===== src/rtl/rw_writeback.sv =====
// Writeback stage: merges in-order load responses and ALU results onto one
// register-file write port, tracks outstanding load destinations for hazards.
module rw_writeback #(
  parameter int LOAD_DEPTH = 4
) (
  input  logic        clk,
  input  logic        rst,
  input  logic        exe_valid,
  input  logic [3:0]  exe_addr,
  input  logic [31:0] exe_data,
  output logic        exe_ready,
  input  logic        ld_issue_valid,
  input  logic [3:0]  ld_issue_addr,
  output logic        ld_issue_ready,
  input  logic        ld_resp_valid,
  input  logic [31:0] ld_resp_data,
  output logic [3:0]  write_addr,
  output logic [31:0] write_data,
  output logic [3:0]  fwd_addr,
  output logic [31:0] fwd_data,
  input  logic [3:0]  rd_a_addr,
  input  logic [3:0]  rd_b_addr,
  output logic        stall,
  output logic        resp_err
);

  localparam int              PTR_W    = $clog2(LOAD_DEPTH);
  localparam logic [PTR_W:0]  FULL_CNT = (PTR_W + 1)'(LOAD_DEPTH);

  typedef enum logic [1:0] {SEL_NONE, SEL_LOAD, SEL_SKID, SEL_EXE} wr_sel_e;

  logic [3:0]       fifo_mem [LOAD_DEPTH];
  logic [PTR_W-1:0] wr_ptr, rd_ptr;
  logic [PTR_W:0]   count;
  logic [15:0]      busy, busy_next;
  logic             skid_valid;
  logic [3:0]       skid_addr;
  logic [31:0]      skid_data;

  logic       fifo_full, fifo_empty;
  logic [3:0] head;
  logic       issue_fire, exe_fire, resp_pop, resp_drop;
  wr_sel_e    wr_sel;

  assign fifo_full  = (count == FULL_CNT);
  assign fifo_empty = (count == '0);
  assign head       = fifo_mem[rd_ptr];

  assign ld_issue_ready = !rst && !fifo_full && !busy[ld_issue_addr];
  assign exe_ready      = !rst && !skid_valid && ((exe_addr == 4'd0) || !busy[exe_addr]);

  assign issue_fire = ld_issue_valid && ld_issue_ready;
  assign exe_fire   = exe_valid && exe_ready;
  assign resp_pop   = ld_resp_valid && !fifo_empty;
  assign resp_drop  = ld_resp_valid && fifo_empty;

  assign fwd_addr = exe_fire ? exe_addr : 4'd0;
  assign fwd_data = exe_fire ? exe_data : 32'd0;

  function automatic logic src_hazard(input logic [3:0] addr);
    return (addr != 4'd0) && (busy[addr] || (skid_valid && (skid_addr == addr)));
  endfunction

  assign stall = src_hazard(rd_a_addr) || src_hazard(rd_b_addr);

  // NOTE: every signal written in always_comb gets a default first; otherwise a missed branch infers a latch.
  always_comb begin
    busy_next = busy;
    if (resp_pop)   busy_next[head]          = 1'b0;
    if (issue_fire) busy_next[ld_issue_addr] = 1'b1;
    busy_next[0] = 1'b0;
  end

  // Load response always wins; a skid entry waits behind it, a fresh ALU result last.
  always_comb begin
    wr_sel = SEL_NONE;
    if (resp_pop)        wr_sel = SEL_LOAD;
    else if (skid_valid) wr_sel = SEL_SKID;
    else if (exe_fire)   wr_sel = SEL_EXE;
  end

  // NOTE: the address storage has no reset; the pointers and count define which entries are live.
  always_ff @(posedge clk) begin
    if (issue_fire) fifo_mem[wr_ptr] <= ld_issue_addr;
  end

  // NOTE: sequential state uses non-blocking assignments so every register samples pre-edge values.
  always_ff @(posedge clk or posedge rst) begin
    if (rst) begin
      wr_ptr     <= '0;
      rd_ptr     <= '0;
      count      <= '0;
      busy       <= '0;
      skid_valid <= 1'b0;
      skid_addr  <= 4'd0;
      skid_data  <= 32'd0;
      write_addr <= 4'd0;
      write_data <= 32'd0;
      resp_err   <= 1'b0;
    end else begin
      busy <= busy_next;
      if (issue_fire) wr_ptr <= wr_ptr + PTR_W'(1);
      if (resp_pop)   rd_ptr <= rd_ptr + PTR_W'(1);
      case ({issue_fire, resp_pop})
        2'b10:   count <= count + (PTR_W + 1)'(1);
        2'b01:   count <= count - (PTR_W + 1)'(1);
        default: count <= count;
      endcase
      if (resp_drop) resp_err <= 1'b1;

      // exe_fire implies the skid is empty, so a losing ALU result always has room.
      if (resp_pop && exe_fire) begin
        skid_valid <= 1'b1;
        skid_addr  <= exe_addr;
        skid_data  <= exe_data;
      end else if (wr_sel == SEL_SKID) begin
        skid_valid <= 1'b0;
      end

      case (wr_sel)
        SEL_LOAD: begin
          write_addr <= head;
          write_data <= ld_resp_data;
        end
        SEL_SKID: begin
          write_addr <= skid_addr;
          write_data <= skid_data;
        end
        SEL_EXE: begin
          write_addr <= exe_addr;
          write_data <= exe_data;
        end
        default: write_addr <= 4'd0;
      endcase
    end
  end

endmodule


===== config.mk =====
export PLATFORM = sky130hd
export DESIGN_NAME = rw_writeback
export DESIGN_NICKNAME = d
export VERILOG_FILES = /design/src/rtl/rw_writeback.sv
export SDC_FILE = /design/constraint.sdc
export NUM_CORES = 1
export LEC_CHECK = 0
export ABC_AREA = 1
export CAP_MARGIN = 20
export CORE_AREA = 2 2 104 106
export CTS_CLUSTER_DIAMETER = 30
export DETAILED_ROUTE_END_ITERATION = 10
export DIE_AREA = 0 0 106 108
export DONT_BUFFER_PORTS = 1
export HOLD_SLACK_MARGIN = 0.15
export PLACE_DENSITY_LB_ADDON = 0.1
export SLEW_MARGIN = 0
export SYNTH_ARGS = -nofsm -noshare
export SYNTH_HDL_FRONTEND = slang
export SYNTH_SLANG_ARGS = --single-unit

===== constraint.sdc =====
create_clock -name clk -period 4.6 [get_ports clk]
set_clock_uncertainty 0.1 [all_clocks]
set_input_delay 0.92 -clock clk [delete_from_list [all_inputs] [get_ports clk]]
set_output_delay 0.92 -clock clk [all_outputs]
set_load 0.01 [all_outputs]

==> results of run 1 <==
==> worst paths after layout <==
kind / start / end
setup / recovery: skid_valid / stall
setup reg to reg: skid_valid / skid_addr[3]
hold reg to reg: skid_data[17] / skid_data[17]
hold / removal: skid_data[17] / skid_data[17]
min in group asynchronous: rst / write_data[30]
max in group asynchronous: rst / skid_data[14]
==> registers in the layout, summed over array words and instances, names as in the netlist <==
| name | cells |
|---|---|
| skid_data | 32 |
| write_data | 32 |
| fifo_mem | 16 |
| busy | 15 |
| skid_addr | 4 |
| write_addr | 4 |
| count | 3 |
| rd_ptr | 2 |
| wr_ptr | 2 |
| resp_err | 1 |
| skid_valid | 1 |
==> tightest hold or removal path: cells and delay by family, from the launching register on <==
kind / cells / cell delay [ns]
AND/OR/NAND/NOR: 2 / 0.10
flip-flops: 1 / 0.36
==> layout make-up <==
class | count | share of cell area (%)
Tap cell | 136 | 2.566
Multi-Input combinational cell | 588 | 42.34
Clock inverter | 6 | 1.000
Clock buffer | 10 | 1.925
Inverter | 143 | 8.132
Sequential cell | 112 | 43.47
Timing Repair Buffer | 5 | 0.5660
==> logic make-up after synthesis <==
| family | after synthesis |
|---|---|
| flops | 112 |
| buf+inv | 188 |
| simple gates | 457 |
| xor+xnor | 6 |
| compound gates | 119 |
| fa+ha+maj | 6 |
==> power by group <==
part	internal, mW	total (mW)	switching, mW
combinational	0.509	1.53	1.02
clock	0.256	0.601	0.345
sequential	1.44	1.88	0.441
==> synthesized netlist by cell type <==
library cell               count  area, um2
sky130_fd_sc_hd__o32ai_1       1      8.760
sky130_fd_sc_hd__dfrtp_1      96       2402
sky130_fd_sc_hd__fa_1          1      20.02
sky130_fd_sc_hd__inv_1       138      518.0
sky130_fd_sc_hd__a31oi_1       1      6.260
sky130_fd_sc_hd__o21ai_1      21      105.1
sky130_fd_sc_hd__a41o_1        1      10.01
sky130_fd_sc_hd__ha_1          5      62.56
sky130_fd_sc_hd__o21ai_0      44      220.2
sky130_fd_sc_hd__a21oi_2       1      8.760
sky130_fd_sc_hd__a21oi_1      20      100.1
sky130_fd_sc_hd__nor2_1       39      146.4
sky130_fd_sc_hd__nor2_2        2      12.51
sky130_fd_sc_hd__nand2_1     264      991.0
sky130_fd_sc_hd__inv_2         3      11.26
sky130_fd_sc_hd__buf_2        19      95.09
sky130_fd_sc_hd__o22ai_1       9      56.30
sky130_fd_sc_hd__nand2_4       1      11.26
sky130_fd_sc_hd__nand2_2       4      25.02
sky130_fd_sc_hd__nand4_4       1      21.27
sky130_fd_sc_hd__nand4_1      23      143.9
sky130_fd_sc_hd__nand3_1     116      580.6
sky130_fd_sc_hd__buf_1         6      22.52
sky130_fd_sc_hd__buf_4         6      45.04
sky130_fd_sc_hd__xnor2_1       3      26.28
sky130_fd_sc_hd__clkbuf_1      9      33.78
sky130_fd_sc_hd__nand3b_1      3      22.52
sky130_fd_sc_hd__a22oi_1       1      7.510
sky130_fd_sc_hd__o41ai_1       1      8.760
sky130_fd_sc_hd__o31ai_2       1      12.51
sky130_fd_sc_hd__nand3_2       2      20.02
sky130_fd_sc_hd__o211ai_1     18      135.1
sky130_fd_sc_hd__edfxtp_1     16      480.5
sky130_fd_sc_hd__clkbuf_2      1      5.000
sky130_fd_sc_hd__clkinv_1      2      7.510
sky130_fd_sc_hd__xor2_1        3      26.28
sky130_fd_sc_hd__buf_6         4      45.04
sky130_fd_sc_hd__nor3_1        2      10.01
==> layer usage <==
metal	GRT usage, %	vias to the layer above
met3	7.173	50
met5	0	-
met2	50.74	285
met4	13.44	0
li1	-	2788
met1	37.95	2750
==> placed cells by master (no fill, tap or decap), types with 3 or more instances in the layout <==
master	count
sky130_fd_sc_hd__inv_1	137
sky130_fd_sc_hd__inv_2	3
sky130_fd_sc_hd__xor2_1	3
sky130_fd_sc_hd__a21oi_1	20
sky130_fd_sc_hd__nor2_1	39
sky130_fd_sc_hd__o21ai_1	21
sky130_fd_sc_hd__nand3b_1	3
sky130_fd_sc_hd__xnor2_1	3
sky130_fd_sc_hd__edfxtp_1	16
sky130_fd_sc_hd__nand4_1	23
sky130_fd_sc_hd__nand2_2	4
sky130_fd_sc_hd__nand3_1	116
sky130_fd_sc_hd__clkinv_1	3
sky130_fd_sc_hd__ha_1	5
sky130_fd_sc_hd__o21ai_0	44
sky130_fd_sc_hd__o22ai_1	9
sky130_fd_sc_hd__nand2_1	264
sky130_fd_sc_hd__clkbuf_8	9
sky130_fd_sc_hd__buf_4	5
sky130_fd_sc_hd__dfrtp_1	96
sky130_fd_sc_hd__o211ai_1	18
==> metrics by stage <==
stage | util (%) | setup WS, ns | total power [mW] | cell area (um2) | instances
6_report | 64.82 | 0.7473 | 4.010 | 6631 | 1000
5_1_grt | 64.82 | 0.5227 | 4.341 | 6631 | 1000
4_1_cts | 64.82 | 0.8419 | 4.008 | 6631 | 1000
3_5_place_dp | 62.92 | 0.8766 | 3.409 | 6437 | 984
3_3_place_gp | 62.92 | 0.9773 | 3.347 | 6437 | 984
2_1_floorplan | - | 1.075 | 3.032 | 6465 | 888
==> results.cfg, run 1 <==
[final_layout]
final_layout_size_suffix_gt1_share_pct = 4.051
n_antenna_cell = 0
final_net_count = 950
fillers = 958
syn2layout_area_growth_pct = 2.574
multiInputGateArea_mm2 = 0.002808
layout.area.seq_mm2 = 0.002883

[yosys]
yosys.area_share.xor_xnor_pct = 0.8129
synthesis.nets = 979
synth_area_mm2 = 0.006465
postSynthCellCount = 888
synth_mux_area_share_pct = 0
synthesized_area_fraction_occupied_by_ao_oa_aoi_and_oai_cells_pct = 10.51
syn-mean-instance-area_um2 = 7.280
dominant_combinational_cell_family_by_area_after_synthesis = simple AND/OR/NAND/NOR gates
synth_simple_gate_area_share_pct = 30.69
ys_seq_area_share_pct = 44.59
synth.ff_latch_count = 112
synth-adder-area-share_pct = 1.277
distinct_cell_type_count_of_the_synthesized_netlist = 38
synth_warnings = 0

[route]
highest-signal-layer = met4
first_pass_detailed_route_iteration_total = 5
met3_length_um = 1484
met2RoutedLength_um = 8204
vias = 5873
drc = 0
finalWirelength_um = 17120
drt-initial-drc-count = 540
routedLengthMet1_um = 6835
drt.antenna.violating_nets = 0
post_drt_via_cell_ratio = 5.873
route.detailed.wl_per_inst_um = 17.12

[clocking]
cts_resized = 0
hold_buffers = 0
tritoncts.num_buffers = 9
cts_tree = yes
cts-root-to-sink-buffers = 2
numClockSinks = 112
clock_latency_late_sink_ns = 0.37
cts_setup_buffers = 0
ctsHtreeMaxLevel = 3
ctsRootBufferMaster = sky130_fd_sc_hd__clkbuf_8
path_clk_slew_ns = 0.10

[floorplan]
floorplan.rows = 37
die_w_um = 106
num_io_pins = 161
placeableCoreArea_mm2 = 0.01023
dieArea_mm2 = 0.01145
initial_core_util_pct = 63.19
dieHeight_um = 108

[setup_path]
worst_path_max_delay_cell = sky130_fd_sc_hd__dfrtp_1
critPathArrivalTime_ns = 2.83
critical_path.max_stage_delay_ns = 0.85
setup.worst_path.end_class = output port
cp_cell_sequence = clkinv_1 > a21oi_1 > nand3_1 > o211ai_1 > o41ai_1 > nand2_1
setup.worst_path.start_class = flop
worstSetupPathDepth = 6
crit_family = flip-flops
worstPathRequired_ns = 3.58
crit_buf_inv = 1
ff2ff_path_depth = 5
reg2reg_slack_ns = 1.14
worstSetupPathType = flop to output port
path_max_fanout = 22

[global_routing]
grt_antenna_before_repair = 0
grt_first_pass_wirelength_um = 27210
grt_util_all_layers_pct = 30.36
grt_pass1_vias = 5544
grt_start_max_net_pins = 76
grt_remaining_overflow = 0

[worst_hold_path]
min_path_cells = 2
timing.hold.worst.class = flop to flop

[sta]
final_period_minus_worst_setup_slack_ns = 3.853
timing_hold_violations_final = 0
timing.fmax_ghz = 0.2596
final.setup.tns_ns = 0
slew_violations = 0
worst_pin_slew_ns = 0.9305
final_min_period_over_clock_period_pct = 83.75
worst_slew_margin_rel_pct = 37.75
timing.final.setup_violations = 0
worst_hold_slack_ns = 0.3857
grt_setup_unrepaired = false

[run]
maxCapViolations = 0

[pwr]
vdd_ir_drop_max_v = 0.0002954
power_density_mw_per_mm2 = 604.7
p_leak_nw = 3.492

[place]
placement.io_buffers = 0
gp_congestion = 0.9679
dp_hpwl_um = 12060

[outcome]
status = complete, no violations
(Power assumes the default switching activity.)
==> run 2: changes to the inputs <==
Clock period 4.6 ns to 3.8 ns, I/O delays scaled along.
==> results.cfg, run 2 (synthesized netlist as in run 1, its figures left out) <==
[outcome]
status = complete, no violations

[setup_path]
worst_r2r_endpoint = skid_addr[2]
worst_setup_path_startpoint = busy[14]
timing.critical_path.to = fwd_data[3]
setup.worst_path.start_class = flop
ff2ff_path_depth = 12
critical_path.max_stage_delay_ns = 0.46
critPathArrivalTime_ns = 2.20
crit_family = simple AND/OR/NAND/NOR gates
setup.worst_path.end_class = output port
worstSetupPathDepth = 7
crit-reg2reg-launch = busy[14]
worstSetupPathType = flop to output port
reg2reg_slack_ns = 0.80
worstPathRequired_ns = 2.94
worst_path_max_delay_cell = sky130_fd_sc_hd__nor2_1
cp_cell_sequence = inv_1 > nand2_1 > nand3_1 > nand3_1 > nand3_2 > nand4_4 > nor2_1
cp_common_cell = sky130_fd_sc_hd__nand3_1
crit_buf_inv = 1
path_max_fanout = 33

[sta]
timing.final.setup_violations = 0
final.setup.tns_ns = 0
grt_setup_unrepaired = false
final_period_minus_worst_setup_slack_ns = 3.058
timing_hold_violations_final = 0
final_min_period_over_clock_period_pct = 80.49
worst_pin_slew_ns = 0.6450
worst_hold_slack_ns = 0.3658
worst_slew_margin_rel_pct = 56.85
slew_violations = 0
timing.fmax_ghz = 0.3270

[clocking]
ctsHtreeMaxLevel = 3
cts_tree = yes
path_clk_slew_ns = 0.11
clock_latency_late_sink_ns = 0.38
tritoncts.num_buffers = 9
numClockSinks = 112
cts-root-to-sink-buffers = 2
ctsRootBufferMaster = sky130_fd_sc_hd__clkbuf_8

[global_routing]
grt_first_pass_wirelength_um = 27760
grt_start_max_net_pins = 81
grt_util_all_layers_pct = 30.87
grt_remaining_overflow = 0
grt_antenna_before_repair = 0
grt_pass1_vias = 5620

[floorplan]
die_w_um = 106
dieArea_mm2 = 0.01145
initial_core_util_pct = 63.19
placeableCoreArea_mm2 = 0.01023
num_io_pins = 161
floorplan.rows = 37
dieHeight_um = 108

[final_layout]
final_net_count = 959
final_design_area_no_fill_mm2 = 0.006755
final_layout_size_suffix_gt1_share_pct = 5.155
utilization_pct = 66.03
layout_top_registers = skid_data x32, write_data x32, fifo_mem x16
mostFrequentLayoutCell = sky130_fd_sc_hd__nand2_1
n_antenna_cell = 0
syn2layout_area_growth_pct = 4.490
mostFrequentLayoutCells = sky130_fd_sc_hd__nand2_1 (264), sky130_fd_sc_hd__inv_1 (137), sky130_fd_sc_hd__nand3_1 (116), sky130_fd_sc_hd__dfrtp_1 (96), sky130_fd_sc_hd__o21ai_0 (44)

[pwr]
p_leak_nw = 3.557
power_density_mw_per_mm2 = 739.8
vdd_ir_drop_max_v = 0.0003902

[place]
gp_congestion = 0.9403
placement.io_buffers = 0
dp_hpwl_um = 12530
placement.cell_area_mm2 = 0.006490

[route]
post_drt_via_cell_ratio = 5.835
finalWirelength_um = 17370
route.detailed.wl_per_inst_um = 17.22
drc = 0
first_pass_detailed_route_iteration_total = 5
vias = 5888
drt.antenna.violating_nets = 0
drt-initial-drc-count = 592

[worst_hold_path]
timing.hold.worst.class = primary input to flop

[run]
maxCapViolations = 0
run 2: routing by layer:
layer / routed length (um) / share of wire (%) / global-route usage, %
met1: 6854 / 39 / 38.84
met2: 8523 / 49 / 51.61
met3: 1414 / 8.1 / 6.088
met4: 580 / 3.3 / 14.85
met5: 0 / 0 / 0
run 2: worst min-delay path by stage:
stage / start / end / cells past startpoint
2_1_floorplan: skid_data[0] / skid_data[0] / 2
3_3_place_gp: skid_data[12] / skid_data[12] / 2
3_5_place_dp: skid_data[29] / skid_data[29] / 2
4_1_cts: ld_issue_addr[0] / fifo_mem[0][0] / 0
5_1_grt: ld_issue_addr[0] / fifo_mem[0][0] / 0
6_report: ld_issue_addr[0] / fifo_mem[0][0] / 0
run 2: layout make-up:
| class | count | area, um2 |
|---|---|---|
| inverter | 143 | 539.3 |
| tap | 136 | 170.2 |
| timing repair buffer | 14 | 127.6 |
| sequential | 112 | 2883 |
| fill | 897 | 3476 |
| clock inverter | 5 | 71.32 |
| clock buffer | 11 | 156.4 |
| multi-input combinational | 588 | 2808 |
run 2: metrics by stage:
stage               std cells  setup WS, ns  total power, mW
floorplan                 888        0.4346            3.671
global placement          991        0.6858            4.120
detailed placement        991        0.5524            4.190
CTS                      1007        0.7654            4.981
global route             1009        0.5160            5.394
finish                   1009        0.7415            4.998
run 2: timing repair:
item | CTS | global route
hold buffers | 0 | 1
gates resized for setup | 0 | 0
hold endpoints to repair | 0 | 17
buffers inserted | 0 | 0
run 2: power breakdown:
group / total (mW) / switching [mW] / internal, mW / leakage (nW)
Combinational: 1.94 / 1.29 / 0.647 / 2.14
Sequential: 2.26 / 0.520 / 1.74 / 1.31
Clock: 0.797 / 0.434 / 0.363 / 0.112
Total: 5.00 / 2.25 / 2.75 / 3.56
==> run 3: changes to the inputs <==
Settings changed: ABC_AREA 1 to 0, CORE_AREA 2 2 104 106 to 2 2 106 108, DIE_AREA 0 0 106 108 to 0 0 108 110.
Clock period 3.8 ns to 2.5 ns, I/O delays scaled along.
==> results.cfg, run 3 <==
[outcome]
status = complete, but fails checks
violations = negative setup slack

[yosys]
ys_top_cells_by_area = sky130_fd_sc_hd__dfrtp_1 (40%), sky130_fd_sc_hd__edfxtp_1 (8.0%), sky130_fd_sc_hd__mux2_2 (7.5%), sky130_fd_sc_hd__mux4_2 (6.0%), sky130_fd_sc_hd__o41ai_1 (5.2%)
ys_seq_area_share_pct = 47.74
distinct_cell_type_count_of_the_synthesized_netlist = 49
synth.ff_latch_count = 112
synthesized_area_fraction_occupied_by_ao_oa_aoi_and_oai_cells_pct = 21.38
synth_simple_gate_area_share_pct = 8.040
synth_warnings = 0
dominant_combinational_cell_family_by_area_after_synthesis = compound AO/OA/AOI/OAI gates
synth_area_mm2 = 0.006038
synth_mux_area_share_pct = 14.75
yosysTopAreaCellShare_pct = 39.78
postSynthCellCount = 500
asyncSetResetFlopFracSynth_pct = 85.71
synth_top_cell_by_area = sky130_fd_sc_hd__dfrtp_1
yosys.area_share.xor_xnor_pct = 2.031
synthesis.nets = 591
synth_top_flop_cell = sky130_fd_sc_hd__dfrtp_1
number_of_enable_type_register_cells_in_the_synthesized_netlist = 16
ys_top_cells_by_count = sky130_fd_sc_hd__dfrtp_1 (96), sky130_fd_sc_hd__mux2_2 (40), sky130_fd_sc_hd__and3_1 (36), sky130_fd_sc_hd__o41ai_1 (36), sky130_fd_sc_hd__a22oi_1 (30)
synth-adder-area-share_pct = 1.368
yosysMostFrequentCell = sky130_fd_sc_hd__dfrtp_1
syn-mean-instance-area_um2 = 12.08

[final_layout]
instances_no_fill = 707
syn2layout_area_growth_pct = 25.86
layout_top_registers = skid_data x32, write_data x32, fifo_mem x16
final_layout_size_suffix_gt1_share_pct = 41.27
n_antenna_cell = 0
utilization_pct = 71.04
mostFrequentLayoutCells = sky130_fd_sc_hd__dfrtp_1 (96), sky130_fd_sc_hd__buf_4 (46), sky130_fd_sc_hd__mux2_2 (39), sky130_fd_sc_hd__and3_4 (35), sky130_fd_sc_hd__a22oi_1 (30)
mostFrequentLayoutCell = sky130_fd_sc_hd__dfrtp_1
final_net_count = 653
fillers = 712

[global_routing]
grt_remaining_overflow = 0
grt_util_all_layers_pct = 29.00
global_route.usage.met3_pct = 6.937
grt_pass1_vias = 4796
grt.met2_usage_pct = 48.83
grt_antenna_before_repair = 0
gr-max-usage-layer = met2
grt_first_pass_wirelength_um = 26280
grt_start_max_net_pins = 43
gr-usage-met1_pct = 37.14

[sta]
final_min_period_over_clock_period_pct = 112.3
timing.fmax_ghz = 0.3562
grt_setup_unrepaired = true
worst_slew_margin_rel_pct = 56.87
slew_violations = 0
final_period_minus_worst_setup_slack_ns = 2.808
timing.final.setup_violations = 64
final_critical_path_setup_slack_ns = -0.3078
timing_hold_violations_final = 0
worst_pin_slew_ns = 0.6455

[setup_path]
worstSetupPathType = flop to output port
reg2reg_slack_ns = -0.18
worstPathRequired_ns = 1.90
setup.worst_path.end_class = output port
setup.worst_path.start_class = flop
path_max_fanout = 8
critPathArrivalTime_ns = 2.21

[route]
first_pass_detailed_route_iteration_total = 5
route.detailed.wl_per_inst_um = 24.81
vias = 4839
finalWirelength_um = 17540
post_drt_via_cell_ratio = 6.844
drc = 0
drt-initial-drc-count = 541
drt.antenna.violating_nets = 0

[clocking]
numClockSinks = 112
cts-root-to-sink-buffers = 2
clock_latency_late_sink_ns = 0.38
path_clk_slew_ns = 0.11
ctsRootBufferMaster = sky130_fd_sc_hd__clkbuf_8
tritoncts.num_buffers = 9
cts_tree = yes
ctsHtreeMaxLevel = 3

[pwr]
power_density_mw_per_mm2 = 1046
vdd_ir_drop_max_v = 0.0005147
p_int_mw = 4.996
share_clk_of_total_power_pct = 13.9
power.switching_mw = 2.952
combPwrFrac_pct = 43.7
switching_share_pct = 37.14
p_leak_nw = 3.059
power.share.sequential_pct = 42.4

[place]
dp_hpwl_um = 11640
placement.io_buffers = 0
placed_cells_incl_taps = 646
gp_congestion = 0.9099

[floorplan]
floorplan.rows = 38
die_w_um = 108
num_io_pins = 161
dieArea_mm2 = 0.01188
initial_core_util_pct = 56.44
dieHeight_um = 110
placeableCoreArea_mm2 = 0.01070

[run]
maxCapViolations = 0

[worst_hold_path]
timing.hold.worst.class = primary input to flop
-- run 3: timing repair --
item	CTS	global route
setup buffers	9	5
hold endpoints to repair	60	11
gates resized for setup	36	48
gates cloned	2	2
endpoints found under the setup margin	39	109
hold buffers	16	11
pin swaps	9	9
-- run 3: worst max-delay path, stage by stage (launching register included) --
cell and delay, ns:
sky130_fd_sc_hd__dfrtp_1 0.42, sky130_fd_sc_hd__buf_6 0.13, sky130_fd_sc_hd__mux4_2 0.49, sky130_fd_sc_hd__nor2_4 0.10, sky130_fd_sc_hd__o31a_1 0.18, sky130_fd_sc_hd__buf_6 0.13, sky130_fd_sc_hd__buf_4 0.16, sky130_fd_sc_hd__and3_4 0.21
-- run 3: power groups by stage --
stage | clock network (mW) | logic [mW] | registers, mW
2_1_floorplan | 0 | 2.22 | 3.18
3_3_place_gp | 0 | 2.85 | 3.33
3_5_place_dp | 0 | 2.93 | 3.36
4_1_cts | 1.12 | 3.09 | 3.33
5_1_grt | 1.20 | 3.72 | 3.46
6_report | 1.11 | 3.47 | 3.37
-- run 3: through the flow --
stage	setup slack [ns]	TNS [ns]	power, mW	area [um2]	hold slack [ns]
6_report	-0.3078	-11.60	7.948	7600	0.1688
5_1_grt	-0.3925	-19.26	8.384	7600	0.1477
3_3_place_gp	-0.1574	-0.1574	6.178	6591	0.3880
2_1_floorplan	-0.4784	-2.167	5.398	6261	0.3797
3_5_place_dp	-0.2192	-0.2556	6.288	6591	0.3941
4_1_cts	-0.2625	-9.143	7.539	7141	0.1520
-- run 3: worst paths after layout --
check                              start             end  depth (start not counted)
min reg2reg                skid_data[25]   skid_data[25]                          1
min                          exe_data[8]    skid_data[8]                          1
max in group asynchronous            rst  write_data[12]                          3
max reg2reg                     busy[14]        count[2]                         13
min in group asynchronous            rst        resp_err                          2
max                             busy[14]    fwd_data[19]                          7
-- run 3: cell type report --
cell class | count | area (um2) | area share [%]
Sequential cell | 112 | 2883 | 37.93
Multi-Input combinational cell | 324 | 3329 | 43.81
Tap cell | 140 | 175.2 | 2.305
Inverter | 21 | 87.58 | 1.152
Clock inverter | 4 | 53.80 | 0.7079
Timing Repair Buffer | 94 | 935.9 | 12.31
Clock buffer | 12 | 135.1 | 1.778
-- run 3: per-layer routing --
metal	vias to the layer above	part of all wire, %
met3	45	8.2
met4	0	2.5
met2	255	50
met1	2459	39
li1	2080	-
met5	-	0
-- run 3: kinds of logic after synthesis --
group / after synthesis
and+or+nand+nor: 88
buffers and inverters: 64
adders and majority gates: 6
xor gates and xnor gates: 14
AOI/OAI and AO/OA: 152
muxes: 64
DFF: 112
